`src/rtl/stopwatch_core_if.sv`:
```
// Stopwatch control/display bundle: divided-clock and button levels in,
// BCD MM:SS digits and mode flags out.
interface stopwatch_core_if;
    logic       clk1;
    logic       clk2;
    logic       pause;
    logic       adj;
    logic       sel;
    logic [3:0] min_tens;
    logic [3:0] min_ones;
    logic [3:0] sec_tens;
    logic [3:0] sec_ones;
    logic       running;
    logic       adj_min;
    logic       adj_sec;

    modport slave (
        input  clk1, clk2, pause, adj, sel,
        output min_tens, min_ones, sec_tens, sec_ones, running, adj_min, adj_sec
    );
    modport master (
        output clk1, clk2, pause, adj, sel,
        input  min_tens, min_ones, sec_tens, sec_ones, running, adj_min, adj_sec
    );
endinterface

```
`src/rtl/stopwatch_core.sv`:
```
// MM:SS stopwatch with PAUSED/RUN/ADJUST modes; all slow inputs are
// synchronized and treated as data in the single clk domain.
module stopwatch_core #(
    parameter int SYNC_STAGES = 2,
    parameter int MAX_MIN     = 59
) (
    input  logic            clk,
    input  logic            reset,
    stopwatch_core_if.slave sw
);
    typedef enum logic [1:0] {PAUSED, RUN, ADJUST} state_e;

    localparam int         NIN   = 5;
    localparam logic [7:0] MAX_B = 8'(MAX_MIN);

    logic [SYNC_STAGES-1:0][NIN-1:0] sync_q;
    logic [NIN-1:0] raw, syn;
    logic [2:0]     hist_q, pulse;
    logic           tick1, tick2, pause_p, adj_s, sel_s;

    state_e     state_q, state_d;
    logic [7:0] sec_q, sec_d, min_q, min_d;
    logic       running_q, adj_min_q, adj_sec_q;

    assign raw = {sw.sel, sw.adj, sw.pause, sw.clk2, sw.clk1};

    always_ff @(posedge clk or posedge reset) begin
        if (reset) begin
            sync_q <= '0;
            hist_q <= '0;
        end else begin
            sync_q[0] <= raw;
            for (int i = 1; i < SYNC_STAGES; i++) sync_q[i] <= sync_q[i-1];
            hist_q <= syn[2:0];
        end
    end

    assign syn     = sync_q[SYNC_STAGES-1];
    assign pulse   = syn[2:0] & ~hist_q;
    assign tick1   = pulse[0];
    assign tick2   = pulse[1];
    assign pause_p = pulse[2];
    assign adj_s   = syn[3];
    assign sel_s   = syn[4];

    function automatic logic [7:0] bcd_inc(input logic [7:0] b);
        if (b[3:0] == 4'd9) return {b[7:4] + 4'd1, 4'h0};
        return {b[7:4], b[3:0] + 4'd1};
    endfunction

    function automatic logic [7:0] sec_inc(input logic [7:0] s);
        if (s == 8'h59) return 8'h00;
        return bcd_inc(s);
    endfunction

    // Minutes wrap is compared in binary so any MAX_MIN in 1..99 works.
    function automatic logic [7:0] min_inc(input logic [7:0] m);
        if (({4'b0, m[7:4]} * 8'd10 + {4'b0, m[3:0]}) == MAX_B) return 8'h00;
        return bcd_inc(m);
    endfunction

    always_comb begin
        state_d = state_q;
        sec_d   = sec_q;
        min_d   = min_q;
        case (state_q)
            PAUSED: begin
                if (adj_s)        state_d = ADJUST;
                else if (pause_p) state_d = RUN;
            end
            RUN: begin
                if (tick1) begin
                    sec_d = sec_inc(sec_q);
                    if (sec_q == 8'h59) min_d = min_inc(min_q);
                end
                if (adj_s)        state_d = ADJUST;
                else if (pause_p) state_d = PAUSED;
            end
            ADJUST: begin
                if (tick2) begin
                    if (sel_s) sec_d = sec_inc(sec_q);
                    else       min_d = min_inc(min_q);
                end
                if (!adj_s) state_d = PAUSED;
            end
            default: state_d = PAUSED;
        endcase
    end

    // Flags decode the next state so they line up with the state register.
    always_ff @(posedge clk or posedge reset) begin
        if (reset) begin
            state_q   <= PAUSED;
            sec_q     <= '0;
            min_q     <= '0;
            running_q <= 1'b0;
            adj_min_q <= 1'b0;
            adj_sec_q <= 1'b0;
        end else begin
            state_q   <= state_d;
            sec_q     <= sec_d;
            min_q     <= min_d;
            running_q <= (state_d == RUN);
            adj_min_q <= (state_d == ADJUST) && !sel_s;
            adj_sec_q <= (state_d == ADJUST) && sel_s;
        end
    end

    assign sw.min_tens = min_q[7:4];
    assign sw.min_ones = min_q[3:0];
    assign sw.sec_tens = sec_q[7:4];
    assign sw.sec_ones = sec_q[3:0];
    assign sw.running  = running_q;
    assign sw.adj_min  = adj_min_q;
    assign sw.adj_sec  = adj_sec_q;
endmodule

```
`src/flat_wrapper.sv`:
```
// flat-port wrapper written by rule: the top's interface ports become plain ports
module stopwatch_core_flat 
#(
    parameter int SYNC_STAGES = 2,
    parameter int MAX_MIN     = 59
)
  (clk, reset, sw_clk1, sw_clk2, sw_pause, sw_adj, sw_sel, sw_min_tens, sw_min_ones, sw_sec_tens, sw_sec_ones, sw_running, sw_adj_min, sw_adj_sec);
  stopwatch_core_if sw_i ();
  input  logic clk;
  input  logic reset;
  input wire logic [$bits(sw_i.clk1)-1:0] sw_clk1;
  input wire logic [$bits(sw_i.clk2)-1:0] sw_clk2;
  input wire logic [$bits(sw_i.pause)-1:0] sw_pause;
  input wire logic [$bits(sw_i.adj)-1:0] sw_adj;
  input wire logic [$bits(sw_i.sel)-1:0] sw_sel;
  output wire logic [$bits(sw_i.min_tens)-1:0] sw_min_tens;
  output wire logic [$bits(sw_i.min_ones)-1:0] sw_min_ones;
  output wire logic [$bits(sw_i.sec_tens)-1:0] sw_sec_tens;
  output wire logic [$bits(sw_i.sec_ones)-1:0] sw_sec_ones;
  output wire logic [$bits(sw_i.running)-1:0] sw_running;
  output wire logic [$bits(sw_i.adj_min)-1:0] sw_adj_min;
  output wire logic [$bits(sw_i.adj_sec)-1:0] sw_adj_sec;
  assign sw_i.clk1 = sw_clk1;
  assign sw_i.clk2 = sw_clk2;
  assign sw_i.pause = sw_pause;
  assign sw_i.adj = sw_adj;
  assign sw_i.sel = sw_sel;
  assign sw_min_tens = sw_i.min_tens;
  assign sw_min_ones = sw_i.min_ones;
  assign sw_sec_tens = sw_i.sec_tens;
  assign sw_sec_ones = sw_i.sec_ones;
  assign sw_running = sw_i.running;
  assign sw_adj_min = sw_i.adj_min;
  assign sw_adj_sec = sw_i.adj_sec;
  stopwatch_core #(.SYNC_STAGES(SYNC_STAGES), .MAX_MIN(MAX_MIN)) u_core (.clk(clk), .reset(reset), .sw(sw_i));
endmodule
```
`config.mk`:
```
export PLATFORM = sky130hd
export DESIGN_NAME = stopwatch_core_flat
export DESIGN_NICKNAME = d
export VERILOG_FILES = /design/src/rtl/stopwatch_core_if.sv /design/src/rtl/stopwatch_core.sv /design/src/flat_wrapper.sv
export SDC_FILE = /design/constraint.sdc
export NUM_CORES = 1
export LEC_CHECK = 0
export ABC_AREA = 1
export ABC_CLOCK_PERIOD_IN_PS = 2250
export CORE_ASPECT_RATIO = 1.1
export CORE_MARGIN = 10
export CORE_UTILIZATION = 45
export CTS_BUF_LIST = sky130_fd_sc_hd__clkbuf_8
export DETAILED_ROUTE_END_ITERATION = 8
export PLACE_DENSITY = 0.78
export SYNTH_ARGS = -nofsm -noshare
export SYNTH_HDL_FRONTEND = slang
export SYNTH_SLANG_ARGS = --single-unit
```
`constraint.sdc`:
```
create_clock -name clk -period 2.25 [get_ports clk]
set_clock_uncertainty 0.1 [all_clocks]
set_input_delay 0.45 -clock clk [delete_from_list [all_inputs] [get_ports clk]]
set_output_delay 0.45 -clock clk [all_outputs]
set_load 0.03 [all_outputs]
```
==> reports/summary.txt <==
Total GRT Usage -> 10.5%
Drt initial violations -> 42
Htree depth -> 2
Root buffer cell -> clkbuf_8
Half-perimeter wire length after detailed placement -> 2.50 mm
Vias -> 1363
Core area -> 3930 µm²
DRC viols -> 0
DRT Pass-1 Iters -> 4
Netlist cell types -> 27
Max VDD drop -> 0.000553 V
Post-synthesis register bit count -> 34
Slew HR -> 64.8%
First-pass GRT wire length -> 5.97 mm
Dominant cells by area after synthesis -> dfrtp_1 47%, ha_1 12%, nand2_1 7.7%
FF-to-FF path depth -> 10
Synth Cell Area -> 1810 µm²
Cell Chain, Critical Path -> ha_4 > ha_4 > fa_2 > nand4_1 > nor2_1 > nand3_2 > nand2_2 > nand2_4 > nand2_2 > nand2_2
Post-Syn Instances -> 193
Fmax -> 0.451 GHz
Clk slew on worst S/H paths -> 0.07 ns
Setup WS post-layout -> 0.0351 ns
Worst-Skew Late Latency -> 0.28 ns
# Max-Cap Violations -> 0
Worst slack at placement -> 0.0122 ns
Clk sinks -> 34
Filler cell count -> 358
Worst Path Class, Setup -> register to register
Layout cells sized above 1 -> 16.7%
Die Y -> 86.6 µm
Slew Limit Fails -> 0
Worst-margin pin slew -> 0.528 ns
Critical Path RT -> 2.32 ns
Ys Warns -> 0
Leakage power -> 1.14 nW
Num CTS Buffers -> 5
Synth Area per Inst -> 9.39 µm²
DR WL/cell -> 11.6 µm
CP most frequent cell -> nand2_2
Layout Area Growth over Synthesis -> 28.8%
Yosys top cell by area -> dfrtp_1
Final Util -> 59.4%
Via density -> 4.78
Final-report setup violation count -> 0
Cells on Worst Hold Path -> 0
Routed WL -> 3.30 mm
Final hold viol count -> 0
CP Launch Type -> register
FF-to-FF End -> u_core.min_q[4]
Share of the synthesized area in the top cell type -> 46.9%
RR Startpoint -> u_core.min_q[5]
CTS tree -> done
Initial Utilization -> 46.1%
Grt ovf -> 0
PortBufs -> 25
CP endpoint kind -> register
PwrDens -> 990 nW/µm²
Synthesized Nets -> 220
Hold Buf Count CTS -> 0
Initial antenna violation count -> 0
Outcome -> finished clean
Clock buffer depth -> 2
Num rows -> 24
Worst Hold End -> u_core.syn[2]
GP Congestion -> 0.797
Critical path data arrival time -> 2.29 ns
I/O Pins -> 26
Worst-path fanout max -> 5
Layout net count -> 259
Die width -> 80.5 µm
Reg-to-reg slack, setup -> 0.04 ns
Slowest cell on the critical path -> fa_2
Largest net degree at the start of global routing -> 35
Minimum clock period -> 2.21 ns
Antenna viol nets, final -> 0
Max stage delay on crit path -> 0.51 ns
Seq/Total Area, Yosys -> 46.9%
Worst Hold Launch -> u_core.sync_q[2]
RSZ-0062 raised after global routing -> true
Die area -> 6970 µm²
Antenna diode count -> 0
Vias in the first global route -> 1438
HP Class -> register to register
Final worst-path cycle share -> 98.4%
## metal layers
metal  up-vias  GRT usage, %  part of all wire [%]
li1        700             -                     -
met1       632          12.0                    45
met2        25          17.7                    48
met3         6          3.73                   5.5
met4         0          3.37                   1.5
met5         -             0                     0
## cell usage in the layout, fill, tap and decap left out, drive strengths merged, types with 8 or more instances in the layout
cell type,count
nand3,17
nor2,16
inv,33
nand4,8
o21ai,8
nand2,37
ha,18
clkdlybuf4s50,25
dfrtp,34
buf,8
## how the worst max path moves through the flow
stage                    start              end  slack [ns]  cells past startpoint
4_1_cts        u_core.min_q[7]  u_core.min_q[4]       0.003                     10
6_report       u_core.min_q[5]  u_core.min_q[4]        0.04                     10
3_5_place_dp   u_core.min_q[7]  u_core.min_q[4]        0.01                     10
3_3_place_gp   u_core.min_q[7]  u_core.min_q[4]        0.07                     10
2_1_floorplan  u_core.min_q[7]  u_core.min_q[6]        0.01                     10
5_1_grt        u_core.min_q[5]  u_core.min_q[4]       -0.06                     10
## worst max-delay path, delay by kind of cell (launching register included)
kind	cells	cell delay, ns
flip-flops	1	0.42
adder cells (fa/ha/maj)	3	0.92
AND/OR/NAND/NOR	7	0.66
## what timing repair did
action	4_1_cts	5_1_grt
setup buffers	1	1
endpoints found under the hold margin	0	0
setup endpoints to repair	1	6
gates resized for setup	1	9
pin swaps	2	8
## where the power goes
part	internal (mW)	switching [mW]	total (mW)
combinational	0.361	0.571	0.932
sequential	0.721	0.122	0.842
clock	0.325	0.211	0.537
total	1.41	0.904	2.31
## final cells by class
cell class                 instances  area (µm²)  share of cell area, %
tap                               52        65.1                   2.79
clock inverter                     3        40.0                   1.71
inverter                          33         124                   5.30
multi-input combinational        125         872                   37.3
clock buffer                       5        68.8                   2.95
timing repair buffer              33         310                   13.3
sequential                        34         856                   36.6
## metrics by stage
| step | TNS [ns] | instances | hold WS, ns | power (mW) | instance area (µm²) |
|---|---|---|---|---|---|
| 4_1_cts | 0 | 284 | 0.250 | 2.32 | 2300 |
| 5_1_grt | -0.233 | 285 | 0.256 | 2.49 | 2340 |
| 2_1_floorplan | 0 | 193 | 0.231 | 1.47 | 1830 |
| 3_5_place_dp | 0 | 275 | 0.235 | 1.77 | 2180 |
| 6_report | 0 | 285 | 0.247 | 2.31 | 2340 |
| 3_3_place_gp | 0 | 275 | 0.233 | 1.74 | 2180 |
## registers in the layout, summed over array words and instances (netlist names)
register,count
u_core.sec_q,8
u_core.sw.adj_sec,1
u_core.syn,5
u_core.sw.adj_min,1
u_core.hist_q,3
u_core.min_q,8
u_core.sync_q,5
u_core.state_q,2
u_core.sw.running,1
## cells by family after synthesis
| kind of cell | after synthesis | synth area share, % |
|---|---|---|
| AOI/OAI and AO/OA | 17 | 6.07 |
| xor gates and xnor gates | 6 | 2.90 |
| adders and majority gates | 20 | 14.6 |
| buffers and inverters | 34 | 7.45 |
| DFF | 34 | 46.9 |
| muxes | 1 | 0.552 |
| and+or+nand+nor | 81 | 21.5 |
## cell usage after synthesis
cell / n
nand2_1: 37
dfrtp_1: 34
inv_1: 31
ha_1: 18
nand3_1: 14
nor2_1: 13
nand4_1: 8
o21ai_0: 7
xor2_1: 5
a21oi_1: 3
fa_1: 2
inv_2: 2
nand3_2: 2
nand3b_1: 2
nor2_2: 2
o211ai_1: 2
a21oi_2: 1
a22oi_2: 1
buf_6: 1
mux2i_1: 1
nand3_4: 1
nor2_4: 1
nor3_1: 1
o21a_1: 1
o21ai_2: 1
o31ai_1: 1
xnor2_1: 1
Note: power is estimated with default switching activity, not from simulation.
